`config.mk`:
```
export PLATFORM = sky130hd
export DESIGN_NAME = muldiv_unit
export DESIGN_NICKNAME = d
export VERILOG_FILES = /design/src/rtl/muldiv_pkg.sv /design/src/rtl/muldiv_signfix.sv /design/src/rtl/muldiv_unit.sv
export SDC_FILE = /design/constraint.sdc
export NUM_CORES = 1
export LEC_CHECK = 0
export ABC_AREA = 1
export CAP_MARGIN = 30
export CORE_MARGIN = 2
export CORE_UTILIZATION = 33
export CTS_CLUSTER_SIZE = 14
export DETAILED_ROUTE_END_ITERATION = 7
export SYNTH_ARGS = -nofsm -noshare
export SYNTH_HDL_FRONTEND = slang
export SYNTH_HIERARCHICAL = 1
export SYNTH_SLANG_ARGS = --single-unit
```
`constraint.sdc`:
```
create_clock -name CLK -period 6.2 [get_ports CLK]
set_input_delay 1.24 -clock CLK [delete_from_list [all_inputs] [get_ports CLK]]
set_output_delay 1.24 -clock CLK [all_outputs]
set_load 0.02 [all_outputs]
```
`src/rtl/muldiv_pkg.sv`:
```
// -----------------------------------------------------------------------------
// muldiv_pkg
// Shared constants for the RV32M multiply/divide path. Decode uses the opcode,
// funct7 and funct3 values to generate `start`; muldiv_unit uses the state
// encodings, the latched-operation context and the signedness helpers.
// No ports (package).
// -----------------------------------------------------------------------------
package muldiv_pkg;

  localparam int MD_XLEN = 32;

  // Instruction fields that select the M extension.
  localparam logic [6:0] OPCODE_OP     = 7'h33;
  localparam logic [6:0] FUNCT7_MULDIV = 7'h01;

  // funct3 encodings of the eight M-extension operations.
  localparam logic [2:0] F3_MUL    = 3'd0;
  localparam logic [2:0] F3_MULH   = 3'd1;
  localparam logic [2:0] F3_MULHSU = 3'd2;
  localparam logic [2:0] F3_MULHU  = 3'd3;
  localparam logic [2:0] F3_DIV    = 3'd4;
  localparam logic [2:0] F3_DIVU   = 3'd5;
  localparam logic [2:0] F3_REM    = 3'd6;
  localparam logic [2:0] F3_REMU   = 3'd7;

  // FSM state encodings.
  localparam logic [1:0] ST_IDLE = 2'd0;
  localparam logic [1:0] ST_CALC = 2'd1;
  localparam logic [1:0] ST_FIX  = 2'd2;
  localparam logic [1:0] ST_DONE = 2'd3;

  // Operation context captured when start is accepted.
  typedef struct packed {
    logic [2:0] funct3;
    logic       neg_a;   // opA was a negative signed value
    logic       neg_b;   // opB was a negative signed value
  } op_ctx_t;

  function automatic logic is_div(input logic [2:0] f3);
    return (f3 == F3_DIV) || (f3 == F3_DIVU) || (f3 == F3_REM) || (f3 == F3_REMU);
  endfunction

  function automatic logic op_a_signed(input logic [2:0] f3);
    return (f3 == F3_MUL) || (f3 == F3_MULH) || (f3 == F3_MULHSU) ||
           (f3 == F3_DIV) || (f3 == F3_REM);
  endfunction

  function automatic logic op_b_signed(input logic [2:0] f3);
    return (f3 == F3_MUL) || (f3 == F3_MULH) || (f3 == F3_DIV) || (f3 == F3_REM);
  endfunction

endpackage

```
`src/rtl/muldiv_signfix.sv`:
```
// -----------------------------------------------------------------------------
// muldiv_signfix
// Purely combinational sign handling around the iterative datapath:
//   - front end: converts the raw operands into magnitudes and reports which
//     operands were negative (only when that operand is treated as signed);
//   - back end: conditionally negates the 64-bit product, the quotient and the
//     remainder produced from magnitudes.
// Ports:
//   op_a, op_b       raw operands          a_signed, b_signed  signedness
//   mag_a, mag_b     operand magnitudes    neg_a, neg_b        negative flags
//   prod_mag/neg     product in + negate   prod_fix            corrected product
//   quot_mag/neg     quotient in + negate  quot_fix            corrected quotient
//   rem_mag/neg      remainder in + negate rem_fix             corrected remainder
// -----------------------------------------------------------------------------
module muldiv_signfix
  import muldiv_pkg::*;
(
  input  logic [MD_XLEN-1:0]   op_a,
  input  logic [MD_XLEN-1:0]   op_b,
  input  logic                 a_signed,
  input  logic                 b_signed,
  output logic [MD_XLEN-1:0]   mag_a,
  output logic [MD_XLEN-1:0]   mag_b,
  output logic                 neg_a,
  output logic                 neg_b,
  input  logic [2*MD_XLEN-1:0] prod_mag,
  input  logic                 prod_neg,
  output logic [2*MD_XLEN-1:0] prod_fix,
  input  logic [MD_XLEN-1:0]   quot_mag,
  input  logic                 quot_neg,
  output logic [MD_XLEN-1:0]   quot_fix,
  input  logic [MD_XLEN-1:0]   rem_mag,
  input  logic                 rem_neg,
  output logic [MD_XLEN-1:0]   rem_fix
);

  assign neg_a = a_signed & op_a[MD_XLEN-1];
  assign neg_b = b_signed & op_b[MD_XLEN-1];

  // The most negative value maps onto itself, which is the correct unsigned
  // magnitude 2^(XLEN-1).
  assign mag_a = neg_a ? (~op_a + 1'b1) : op_a;
  assign mag_b = neg_b ? (~op_b + 1'b1) : op_b;

  assign prod_fix = prod_neg ? (~prod_mag + 1'b1) : prod_mag;
  assign quot_fix = quot_neg ? (~quot_mag + 1'b1) : quot_mag;
  assign rem_fix  = rem_neg  ? (~rem_mag  + 1'b1) : rem_mag;

endmodule

```
`src/rtl/muldiv_unit.sv`:
```
// -----------------------------------------------------------------------------
// muldiv_unit
// Iterative RV32M multiply/divide unit for the EX stage.
//
// Handshake: `start` is sampled only while the unit is idle (and not flushed);
// from the following cycle `busy` stays high through the cycle in which `done`
// pulses, so decode stalls on (start & idle) | busy. `result` is valid when
// `done` is high and is held until a later operation completes. No queueing:
// start while busy is dropped.
//
// Ports:
//   CLK     rising-edge clock        nrst    async active-low reset
//   start   operation request        funct3  M-extension op select
//   opA     rs1 value                opB     rs2 value
//   flush   abort in-flight op       busy    unit occupied (registered)
//   done    one-cycle result strobe  result  32-bit result
//
// Datapath: one 64-bit accumulator shared by both operations.
//   multiply: acc = {partial_hi, multiplier}; each step adds the multiplicand
//             to the high half when acc[0] is set, then shifts right.
//   divide:   acc = {remainder, dividend}; each step shifts left and
//             subtracts the divisor when it fits, setting the quotient bit.
// -----------------------------------------------------------------------------
module muldiv_unit
  import muldiv_pkg::*;
#(
  parameter int XLEN = 32
) (
  input  logic            CLK,
  input  logic            nrst,
  input  logic            start,
  input  logic [2:0]      funct3,
  input  logic [XLEN-1:0] opA,
  input  logic [XLEN-1:0] opB,
  input  logic            flush,
  output logic            busy,
  output logic            done,
  output logic [XLEN-1:0] result
);

  logic [1:0]        state_q,  state_d;
  op_ctx_t           ctx_q,    ctx_d;
  logic [4:0]        cnt_q,    cnt_d;
  logic [XLEN-1:0]   b_q,      b_d;
  logic [2*XLEN-1:0] acc_q,    acc_d;
  logic [XLEN-1:0]   result_q, result_d;
  logic              busy_q,   busy_d;
  logic              done_q,   done_d;

  // Sign handling
  logic [XLEN-1:0]   mag_a, mag_b;
  logic              neg_a, neg_b;
  logic [2*XLEN-1:0] prod_fix;
  logic [XLEN-1:0]   quot_fix, rem_fix;

  muldiv_signfix u_signfix (
    .op_a     (opA),
    .op_b     (opB),
    .a_signed (op_a_signed(funct3)),
    .b_signed (op_b_signed(funct3)),
    .mag_a    (mag_a),
    .mag_b    (mag_b),
    .neg_a    (neg_a),
    .neg_b    (neg_b),
    .prod_mag (acc_q),
    .prod_neg (ctx_q.neg_a ^ ctx_q.neg_b),
    .prod_fix (prod_fix),
    .quot_mag (acc_q[XLEN-1:0]),
    .quot_neg (ctx_q.neg_a ^ ctx_q.neg_b),
    .quot_fix (quot_fix),
    .rem_mag  (acc_q[2*XLEN-1:XLEN]),
    .rem_neg  (ctx_q.neg_a),
    .rem_fix  (rem_fix)
  );

  // Divide special cases resolved directly from the request.
  logic            div_by_zero;
  logic            div_ovf;
  logic [XLEN-1:0] special_val;

  always_comb begin
    div_by_zero = is_div(funct3) && (opB == '0);
    div_ovf     = ((funct3 == F3_DIV) || (funct3 == F3_REM)) &&
                  (opA == {1'b1, {(XLEN-1){1'b0}}}) && (opB == '1);
    special_val = '0;
    if (div_by_zero) begin
      // funct3[1] distinguishes REM/REMU from DIV/DIVU
      special_val = funct3[1] ? opA : '1;
    end else if (div_ovf) begin
      special_val = funct3[1] ? '0 : {1'b1, {(XLEN-1){1'b0}}};
    end
  end

  // One iteration step for each operation.
  logic [XLEN:0]     mul_sum;
  logic [2*XLEN-1:0] div_shift;
  logic [XLEN:0]     div_rem_ext;   // shifted remainder incl. the bit shifted out
  logic              div_fits;
  logic [XLEN-1:0]   div_sub;

  always_comb begin
    mul_sum     = {1'b0, acc_q[2*XLEN-1:XLEN]} + (acc_q[0] ? {1'b0, b_q} : '0);
    div_shift   = {acc_q[2*XLEN-2:0], 1'b0};
    div_rem_ext = acc_q[2*XLEN-1:XLEN-1];
    div_fits    = div_rem_ext >= {1'b0, b_q};
    // When it fits the difference is below the divisor, so XLEN bits suffice.
    div_sub     = div_rem_ext[XLEN-1:0] - b_q;
  end

  // FSM and datapath next-state
  always_comb begin
    state_d  = state_q;
    ctx_d    = ctx_q;
    cnt_d    = cnt_q;
    b_d      = b_q;
    acc_d    = acc_q;
    result_d = result_q;

    case (state_q)
      ST_IDLE: begin
        if (start && !flush) begin
          ctx_d.funct3 = funct3;
          ctx_d.neg_a  = neg_a;
          ctx_d.neg_b  = neg_b;
          cnt_d        = '0;
          b_d          = mag_b;
          acc_d        = {{XLEN{1'b0}}, mag_a};
          if (div_by_zero || div_ovf) begin
            result_d = special_val;
            state_d  = ST_DONE;
          end else begin
            state_d  = ST_CALC;
          end
        end
      end

      ST_CALC: begin
        if (flush) begin
          state_d = ST_IDLE;
        end else begin
          if (is_div(ctx_q.funct3)) begin
            acc_d = div_fits ? {div_sub, div_shift[XLEN-1:1], 1'b1} : div_shift;
          end else begin
            acc_d = {mul_sum, acc_q[XLEN-1:1]};
          end
          cnt_d = cnt_q + 5'd1;
          if (cnt_q == 5'd31) begin
            state_d = ST_FIX;
          end
        end
      end

      ST_FIX: begin
        if (flush) begin
          state_d = ST_IDLE;
        end else begin
          case (ctx_q.funct3)
            F3_MUL:                   result_d = prod_fix[XLEN-1:0];
            F3_MULH, F3_MULHSU,
            F3_MULHU:                 result_d = prod_fix[2*XLEN-1:XLEN];
            F3_DIV, F3_DIVU:          result_d = quot_fix;
            default:                  result_d = rem_fix;
          endcase
          state_d = ST_DONE;
        end
      end

      // The result has already retired, so flush cannot cancel the pulse.
      default: state_d = ST_IDLE;
    endcase

    busy_d = (state_d != ST_IDLE);
    done_d = (state_d == ST_DONE);
  end

  always_ff @(posedge CLK or negedge nrst) begin
    if (!nrst) begin
      state_q  <= ST_IDLE;
      ctx_q    <= '0;
      cnt_q    <= '0;
      b_q      <= '0;
      acc_q    <= '0;
      result_q <= '0;
      busy_q   <= 1'b0;
      done_q   <= 1'b0;
    end else begin
      state_q  <= state_d;
      ctx_q    <= ctx_d;
      cnt_q    <= cnt_d;
      b_q      <= b_d;
      acc_q    <= acc_d;
      result_q <= result_d;
      busy_q   <= busy_d;
      done_q   <= done_d;
    end
  end

  assign busy   = busy_q;
  assign done   = done_q;
  assign result = result_q;

endmodule

```
# Word level (Yosys, flattened, before mapping)
# Cells that the tools add are included.
[totals] ff_bits=142 input_bits=71 output_inout_bits=34
[classes] n_eq_ne=23 reduce_logical=31 n_bitwise=8 n_addsub=8 n_mux=29 magnitude_cmp=1
[op_table] operator="32-bit two-way mux" n=12
[op_table] operator="64-bit two-way mux" n=5
[op_table] operator="32-bit by 1-bit adder with 32-bit output, second input constant" n=4
[op_table] operator="32-bit inverter" n=4
[op_table] operator="64-bit one-hot mux with 2 select lines" n=1
[op_table] operator="32-bit one-hot mux with 3 select lines" n=1
[op_table] operator="64-bit by 1-bit adder with 64-bit output, second input constant" n=1
[op_table] operator="32-bit equality test, second input constant" n=2
[op_table] operator="64-bit inverter" n=1
[op_table] operator="32-bit one-hot mux with 2 select lines" n=1
[op_table] operator="32-bit by 32-bit adder with 33-bit output" n=1
[op_table] operator="33-bit by 32-bit greater-or-equal comparator with 1-bit output" n=1
[op_table] operator="32-bit zero test" n=1
[op_table] operator="32-bit subtractor" n=1
[op_table] operator="3-bit equality test, second input constant" n=8
[op_table] operator="1-bit logical OR" n=14
[op_table] operator="2-bit two-way mux" n=5
[op_table] operator="5-bit two-way mux" n=2
[op_table] operator="5-bit one-hot mux with 2 select lines" n=1
[op_table] operator="3-bit by 2-bit equality test with 1-bit output, second input constant" n=3
[op_table] operator="2-bit inequality test, second input constant" n=4
[op_table] operator="3-bit by 1-bit equality test with 1-bit output, second input constant" n=2
[op_table] operator="3-bit zero test" n=2
[op_table] operator="2-bit one-hot mux with 3 select lines" n=1
[op_table] operator="other kinds (15)" n=22

# Longest topological paths before layout
# Gate-level depths: netlist of the first run.
[depth] depth_word=10 depth_mapped=19 depth_no_buf=17

# Hierarchy
# Netlist of the first run, hierarchy kept.
[by_module_without_submodules] mod="muldiv_unit" n_inst=1 cells_each=2244 area_each_um2=13369.1
[by_module_without_submodules] mod="muldiv_signfix" n_inst=1 cells_each=1245 area_each_um2=5945.7

# Worst setup path before layout of the first run
# Ideal clock, no wire load.
[synth_path] path_kind="in2reg" startpoint="input port funct3[1]" endpoint="register b_q[25]" setup_time_ps=83 required_ps=6117 arrival_time_ps=2676 path_buffers=2 setup_slack_ps=3441 path_stages=12 cell_sequence="inv_1 clkbuf_1 nand2_1 o21ai_0 nand2_2 inv_2 buf_4 o21ai_0 nand3_1 xor2_1 nand2_1 o21ai_0"
[synth_between] elab_chain_cells=6 word_cells_on_any_way=9
[synth_rtl] item="start: declaration" line="muldiv_unit.sv:32" text="input logic [2:0] funct3,"
[synth_rtl] item="3-bit by 1-bit equality test with 1-bit output / 3-bit zero test (equally long branches)" line="muldiv_pkg.sv:49" text="return (f3 == F3_MUL) || (f3 == F3_MULH) || (f3 == F3_DIV) || (f3 == F3_REM);"
[synth_rtl] item="1-bit logical OR (2 in a row)" line="muldiv_pkg.sv:49"
[synth_rtl] item="1-bit logical OR *" line="muldiv_pkg.sv:49"
[synth_rtl] item="1-bit AND *" line="muldiv_signfix.sv:38" text="assign neg_b = b_signed & op_b[MD_XLEN-1];"
[synth_rtl] item="32-bit two-way mux *" line="muldiv_signfix.sv:43" text="assign mag_b = neg_b ? (~op_b + 1'b1) : op_b;"
[synth_rtl] item="net mag_b[25]" line="muldiv_unit.sv:51" text="logic [XLEN-1:0] mag_a, mag_b;"
[synth_rtl] item="end signal: assignment" line="muldiv_unit.sv:181" text="b_q <= '0;"
[synth_rtl] item="end signal: assignment" line="muldiv_unit.sv:190" text="b_q <= b_d;"
[synth_rtl] item="end: declaration" line="muldiv_unit.sv:44" text="logic [XLEN-1:0] b_q, b_d;"
# Mark *: on every way through the listed nets, which the timed path passes. The rest lies on a longest branch.
# A chain may end at the register's enable or synchronous reset.

# Worst setup path after layout of the first run
[layout_path] startpoint="input port funct3[1]" endpoint="register b_q[25]"
[layout_between] elab_chain_cells=6 word_cells_on_any_way=9
[layout_rtl] item="3-bit by 1-bit equality test with 1-bit output / 3-bit zero test (equally long branches)" line="muldiv_pkg.sv:49"
[layout_rtl] item="1-bit logical OR (2 in a row)" line="muldiv_pkg.sv:49"
[layout_rtl] item="1-bit logical OR *" line="muldiv_pkg.sv:49"
[layout_rtl] item="1-bit AND *" line="muldiv_signfix.sv:38"
[layout_rtl] item="net neg_b" line="muldiv_unit.sv:52" text="logic neg_a, neg_b;"
[layout_rtl] item="32-bit two-way mux *" line="muldiv_signfix.sv:43"
[layout_rtl] item="net mag_b[25]" line="muldiv_unit.sv:51"
# Marked as above.

==> flow_metrics.env, run 1 <==
export IMPL_status="complete, no violations"
export IMPL_multi_input_gate_area_um2=13500
export IMPL_max_vdd_ir_drop_mv=0.269
export IMPL_timing_final_setup_violations=0
export IMPL_final_period_minus_worst_setup_slack_ns=4.02
export IMPL_rsz_0062_raised_after_global_routing="false"
export IMPL_whs_ns=0.485
export IMPL_finish_utilization_pct=37.5
export IMPL_fp_row_count=88
export IMPL_finalMaxSlewViolations=0
export IMPL_cts_resized=0
export IMPL_worst_reg_to_reg_cells=16
export IMPL_critPathRequiredTime_ns=6.58
export IMPL_post_synth_instance_area_um2=19300
export IMPL_vias_in_the_first_global_route=20300
export IMPL_synth_seq_cells=142
export IMPL_achievable_frequency_mhz=249
export IMPL_clock_tree_htree_level_count=4
export IMPL_total_core_area_um2=57800
export IMPL_place_area_um2=21100
export IMPL_critical_path_cell_sequence="clkdlybuf4s50_1 -> inv_1 -> nand2_1 -> o21ai_0 -> nand2_2 -> inv_2 -> nand2_1 -> nand3_1 -> xor2_1 -> nand2_1 -> o21ai_0"
export IMPL_swShare_pct=60.0
export IMPL_worst_slew_pin_transition_ns=1.01
export IMPL_fin_tns_setup_ns=0
export IMPL_normalized_max_slew_margin_pct=32.6
export IMPL_finalClockSkew_ns=0.0128
export IMPL_regToRegSetupSlack_ns=2.52
export IMPL_routedWlPerCell_um=19.1
export IMPL_detail_route_first_pass_iterations=6
export IMPL_powerDensity_nw_per_um2=429
export IMPL_critical_path_reg2reg_startpoint="acc_q[0]$_DFFE_PN0P_"
export IMPL_internal_power_mw=3.72
export IMPL_startpoint_type="input port"
export IMPL_grt_pass1_wl_um=124000
export IMPL_final_period_utilization_pct=64.8
export IMPL_criticalPathCategory="in2reg"
export IMPL_chipHeight_um=246
export IMPL_die_area_um2=60500
export IMPL_critical_path_slowest_cell="inv_1"
export IMPL_largest_net_degree_at_the_start_of_global_routing=99
export IMPL_io_buffers=104
export IMPL_seq_area_um2=3560
export IMPL_ys_types=49
export IMPL_hold_path_endpoint="result[17]$_DFFE_PN0P_"
export IMPL_num_fill_cells=6530
export IMPL_tritoncts="built"
export IMPL_power_share_combinational_pct=69.0
export IMPL_layout_area_overhead_vs_synth_pct=12.2
export IMPL_clock_latency_ns=0.47
export IMPL_crit_path_max_incr_delay_ns=0.73
export IMPL_routed_wl_um=82300
export IMPL_timing_hold_worst_class="reg2reg"
export IMPL_sequentialPowerShare_pct=19.8
export IMPL_cts_root_buffer="clkbuf_16"
export IMPL_drt_initial_drc_count=2700
export IMPL_worstPathArrival_ns=4.40
export IMPL_drive_above_1_share_pct=4.62
export IMPL_route_detailed_drc=0
export IMPL_worstHoldStart="result[17]$_DFFE_PN0P_"
export IMPL_routed_via_count=22900
export IMPL_crit_family="buffers and inverters"
export IMPL_power_switching_mw=5.58
export IMPL_yosysWarningCount=6
export IMPL_postSynthCellCount=3489
export IMPL_numClockSinks=142
export IMPL_ys_seq_area_share_pct=18.4
export IMPL_fin_total_pwr_mw=9.29
export IMPL_hpwl_um=64100
export IMPL_total_leakage_power_nw=10.9
export IMPL_initial_utilization_pct=33.4
export IMPL_holdPathStages=2
export IMPL_cts_buffers=17
export IMPL_final_cell_area_um2=21700
export IMPL_gr_total_overflow=0
export IMPL_globalplace_congestion=0.983
export IMPL_cell_repeated_most_along_the_worst_path="nand2_1"
export IMPL_fin_nets=3679
export IMPL_worst_path_max_fanout=33
export IMPL_clkTransAtPathRegs_ns=0.07
export IMPL_gr_usage_all_layers_pct=26.8
export IMPL_postCtsSetupRepairBufs=0
export IMPL_drtAntennaViolNets=0
export IMPL_post_synth_cell_area_avg_um2=5.54
export IMPL_worstReg2RegEnd="acc_q[53]$_DFFE_PN0P_"
export IMPL_ctsHoldBuffers=0
export IMPL_grt_antenna_before_repair=3
export IMPL_p_clk_share_pct=11.2
export IMPL_cts_path_max_buffers=2
export IMPL_synth_fp_nets=3633
export IMPL_route_detailed_vias_per_inst=5.32
export IMPL_hold_viol=0
export IMPL_critical_path_n_buffers_inverters=3
export IMPL_worst_setup_path_end_kind="flip-flop"
export IMPL_timing_max_cap_violations=0
export IMPL_io_pin_count=105
export IMPL_die_x_um=246
==> final cells by class <==
| class | count | area share, % |
|---|---|---|
| antenna | 1 | 0.0116 |
| clock buffer | 18 | 1.98 |
| clock inverter | 14 | 0.630 |
| inverter | 472 | 8.18 |
| multi-input combinational | 2768 | 62.4 |
| sequential | 142 | 16.4 |
| tap | 765 | 4.42 |
| timing repair buffer | 134 | 5.94 |
==> routing by layer <==
metal | up-vias | global-route usage, % | share of wire, %
met3 | 121 | 6.34 | 10
li1 | 11200 | - | -
met4 | 2 | 8.38 | 2.7
met5 | - | 0 | 0.016
met2 | 1079 | 38.5 | 41
met1 | 10500 | 39.0 | 46
==> power by group through the flow <==
stage	sequential [mW]	combinational, mW	clock [mW]
after floorplan	1.53	4.50	0
after global placement	1.82	6.17	0
after detailed placement	1.82	6.18	0
after CTS	1.80	6.21	1.06
after global routing	1.85	7.10	1.10
final	1.84	6.41	1.04
==> Yosys cell counts, drive strengths merged <==
library cell	instances	area share [%]
a21boi	3	0.12
a21o	4	0.16
a21oi	74	2.1
a31o	11	0.50
a31oi	2	0.065
and2	5	0.16
and3	1	0.032
buf	34	1.1
clkbuf	73	1.4
clkinv	1	0.019
dfrtp	142	18
fa	2	0.21
ha	71	4.6
inv	471	9.2
nand2	1250	25
nand3	323	8.5
nand3b	14	0.54
nand4	65	2.1
nor2	409	8.5
nor3	28	0.73
nor4	5	0.16
o211ai	54	2.1
o21a	6	0.23
o21ai	297	8.0
o21bai	9	0.35
o31ai	3	0.12
or2	5	0.16
xnor2	36	1.6
xor2	91	4.1
==> stage by stage <==
step / cells / worst slack (ns)
6_report: 4314 / 2.18
5_1_grt: 4313 / 1.92
3_3_place_gp: 4280 / 1.81
3_5_place_dp: 4280 / 1.79
2_1_floorplan: 3489 / 3.44
4_1_cts: 4312 / 2.26
==> worst register-to-register path, cell delays in order, from the launching register on <==
cell,delay (ns)
dfrtp_1,0.83
buf_4,0.39
nand2_1,0.09
inv_1,0.06
ha_1,0.23
inv_1,0.08
fa_1,0.50
o21ai_0,0.42
nand2_1,0.13
nand2_1,0.11
nand2_1,0.08
nand2_1,0.15
nand2_1,0.09
nand3_1,0.07
nand3_1,0.14
nand3_1,0.13
nand2_1,0.06
==> cells by family (layout without fill, tap and decap cells) <==
kind of cell               count (synthesis)  in the layout  synth area share [%]
AOI/OAI and AO/OA                        463            463                  13.7
xor gates and xnor gates                 127            127                  5.76
adders and majority gates                 73             73                  4.81
buffers and inverters                    579            638                  11.7
DFF                                      142            142                  18.4
other                                      0              1                     0
and+or+nand+nor                         2105           2105                  45.6
==> layout by cell type (no fill, tap or decap), types with 6 or more instances in the layout <==
cell type	instances
nand2_1	1223
inv_1	462
nor2_1	379
nand3_1	320
o21ai_0	269
dfrtp_1	141
clkdlybuf4s50_1	103
xor2_1	90
ha_1	71
a21oi_1	69
nand4_1	65
o211ai_1	54
xnor2_1	36
buf_4	29
nor3_1	28
nor2_2	25
nand2_2	24
o21ai_1	18
clkbuf_16	17
nand3b_1	14
a31o_2	11
inv_2	10
o21bai_1	9
o21ai_2	8
o21a_1	6
==> how the worst max path moves through the flow <==
stage	startpoint	endpoint	cells after the start
finish	funct3[1]	b_q[25]$_DFFE_PN0P_	11
global route	funct3[1]	b_q[21]$_DFFE_PN0P_	11
CTS	funct3[1]	b_q[25]$_DFFE_PN0P_	11
detailed placement	funct3[1]	b_q[25]$_DFFE_PN0P_	11
global placement	funct3[1]	b_q[25]$_DFFE_PN0P_	11
floorplan	funct3[1]	b_q[25]$_DFFE_PN0P_	12
==> registers in the layout, indices dropped and copies added, names as in the netlist <==
register	count
result	32
b_q	32
cnt_q	5
busy	1
acc_q	64
state_q	2
ctx_q	5
done	1
(Power assumes the default switching activity.)
==> run 2: changes to the inputs <==
clock period = 3.6 ns   (was 6.2 ns; I/O delays follow)
==> run 2 against run 1 <==
Sequential cell count unchanged. Register-to-register slack got worse by 1.9 ns. Clock power is 84% higher. Largest power group unchanged. Die area did not move. Routed wire length rose by 1.0%. Setup slack got worse by 1.6 ns. Via count is 2.0% higher. Worst hold slack got worse by 0.30 ns. First-iteration DRC count rose by 0.30%. Critical path depth grew 4. Global-route usage is 0.29 points higher. Core utilization grew 0.79 points. Critical path type is now reg2reg.
==> flow_metrics.env, run 2 (synthesis gave the netlist of run 1 again) <==
export IMPL_status="complete, no violations"
export IMPL_hold_viol=0
export IMPL_timing_final_setup_violations=0
export IMPL_fin_nets=3724
export IMPL_swShare_pct=59.4
export IMPL_grt_antenna_before_repair=2
export IMPL_power_share_combinational_pct=71.4
export IMPL_whs_ns=0.187
export IMPL_finish_utilization_pct=38.3
export IMPL_drtAntennaViolNets=0
export IMPL_fin_tns_setup_ns=0
export IMPL_pre_cts_ws_ns=0.490
export IMPL_routedWlPerCell_um=19.1
export IMPL_route_detailed_drc=0
export IMPL_powerDensity_nw_per_um2=741
export IMPL_cts_path_max_buffers=2
export IMPL_max_vdd_ir_drop_mv=0.458
export IMPL_worst_setup_path_end_kind="flip-flop"
export IMPL_total_leakage_power_nw=11.2
export IMPL_total_core_area_um2=57800
export IMPL_clock_latency_ns=0.47
export IMPL_sequentialPowerShare_pct=16.9
export IMPL_criticalPathCategory="reg2reg"
export IMPL_tritoncts="built"
export IMPL_num_fill_cells=6480
export IMPL_achievable_frequency_mhz=330
export IMPL_fin_total_pwr_mw=16.4
export IMPL_vias_in_the_first_global_route=20900
export IMPL_io_pin_count=105
export IMPL_gr_usage_all_layers_pct=27.1
export IMPL_layout_area_overhead_vs_synth_pct=14.5
export IMPL_drive_above_1_share_pct=5.84
export IMPL_io_buffers=104
export IMPL_routed_wl_um=83200
export IMPL_gr_total_overflow=0
export IMPL_timing_max_cap_violations=0
export IMPL_layout_setup_ws_ns=0.572
export IMPL_stdcell_count=4359
export IMPL_clkTransAtPathRegs_ns=0.08
export IMPL_hpwl_um=65600
export IMPL_worst_slew_pin_transition_ns=0.817
export IMPL_worst_path_max_fanout=10
export IMPL_routed_via_count=23400
export IMPL_normalized_max_slew_margin_pct=45.5
export IMPL_final_common_cell="nand2_1"
export IMPL_largest_net_degree_at_the_start_of_global_routing=118
export IMPL_p_clk_share_pct=11.7
export IMPL_cts_resized=0
export IMPL_final_cell_area_um2=22100
export IMPL_largest_register_ffs=64
export IMPL_final_period_minus_worst_setup_slack_ns=3.03
export IMPL_timing_hold_worst_class="in2async"
export IMPL_finalClockSkew_ns=0.0142
export IMPL_chipHeight_um=246
export IMPL_startpoint_type="flip-flop"
export IMPL_finalMaxSlewViolations=0
export IMPL_ctsHoldBuffers=0
export IMPL_initial_utilization_pct=33.4
export IMPL_numClockSinks=142
export IMPL_postCtsSetupRepairBufs=0
export IMPL_fp_row_count=88
export IMPL_detail_route_first_pass_iterations=6
export IMPL_clock_tree_htree_level_count=4
export IMPL_rsz_0062_raised_after_global_routing="false"
export IMPL_route_detailed_vias_per_inst=5.37
export IMPL_die_area_um2=60500
export IMPL_mostFrequentLayoutCells="nand2_1 (1223), inv_1 (462), nor2_1 (379)"
export IMPL_internal_power_mw=6.66
export IMPL_drt_initial_drc_count=2708
export IMPL_power_switching_mw=9.74
export IMPL_globalplace_congestion=0.990
export IMPL_grt_pass1_wl_um=126000
export IMPL_regMostFlops="acc_q"
export IMPL_cts_buffers=17
export IMPL_numPlacedInstances=4326
export IMPL_final_period_utilization_pct=84.1
export IMPL_critPathRequiredTime_ns=3.96
export IMPL_worstPathArrival_ns=3.39
export IMPL_die_x_um=246
export IMPL_cts_root_buffer="clkbuf_16"
export IMPL_place_area_um2=21500
[run 2: changes by cell type in the layout (fill, tap and decap cells not counted), sizes merged]
cell / previous run / this run
clkinv: 7 / 5
buf: 31 / 76
clkbuf: 18 / 17
inv: 476 / 479
[run 2: cell type report]
class | count | area, um^2 | area share (%)
diodes | 1 | 2.50 | 0.0113
clock buffers | 17 | 425 | 1.92
clock inverters | 15 | 193 | 0.871
inverters | 472 | 1770 | 8.01
multi-input cells | 2768 | 13500 | 61.1
flip-flops and latches | 142 | 3560 | 16.1
well taps | 765 | 957 | 4.33
repair buffers | 179 | 1690 | 7.65
[run 2: path summary, 6_finish.rpt]
kind / to / start / depth (start not counted) / slack (ns)
max reg2reg: result[16]$_DFFE_PN0P_ / acc_q[0]$_DFFE_PN0P_ / 15 / 0.57
min: b_q[23]$_DFFE_PN0P_ / nrst / 1 / 0.19
max: result[16]$_DFFE_PN0P_ / acc_q[0]$_DFFE_PN0P_ / 15 / 0.57
max in group asynchronous: acc_q[17]$_DFFE_PN0P_ / nrst / 2 / 2.50
min in group CLK: result[15]$_DFFE_PN0P_ / result[15]$_DFFE_PN0P_ / 2 / 0.49
min reg2reg: result[15]$_DFFE_PN0P_ / result[15]$_DFFE_PN0P_ / 2 / 0.49
[run 2: power by group through the flow]
stage	logic (mW)	clock network [mW]	registers (mW)
floorplan	7.74	0	2.63
global placement	11.3	0	2.76
detailed placement	11.3	0	2.75
CTS	11.4	1.95	2.73
global route	12.9	2.00	2.80
finish	11.7	1.91	2.77
[run 2: per-layer routing]
metal | vias to the layer above | share of wire [%] | track usage (%)
met3 | 141 | 9.7 | 4.99
met5 | - | 0.028 | 0
met1 | 10800 | 45 | 39.3
met2 | 1123 | 42 | 40.0
met4 | 4 | 3.0 | 8.57
li1 | 11300 | - | -
[run 2: critical path: stages (launching register included)]
cell and delay, ns:
dfrtp_1 0.52, inv_1 0.13, ha_1 0.21, nand4_1 0.32, nor2_1 0.37, nand2_1 0.08, nand2_1 0.07, nand2_1 0.05
nand2_1 0.05, o21ai_0 0.10, o21ai_0 0.21, nand3_1 0.13, o211ai_1 0.21, o21ai_0 0.27, nand2_1 0.12, nand2_1 0.06
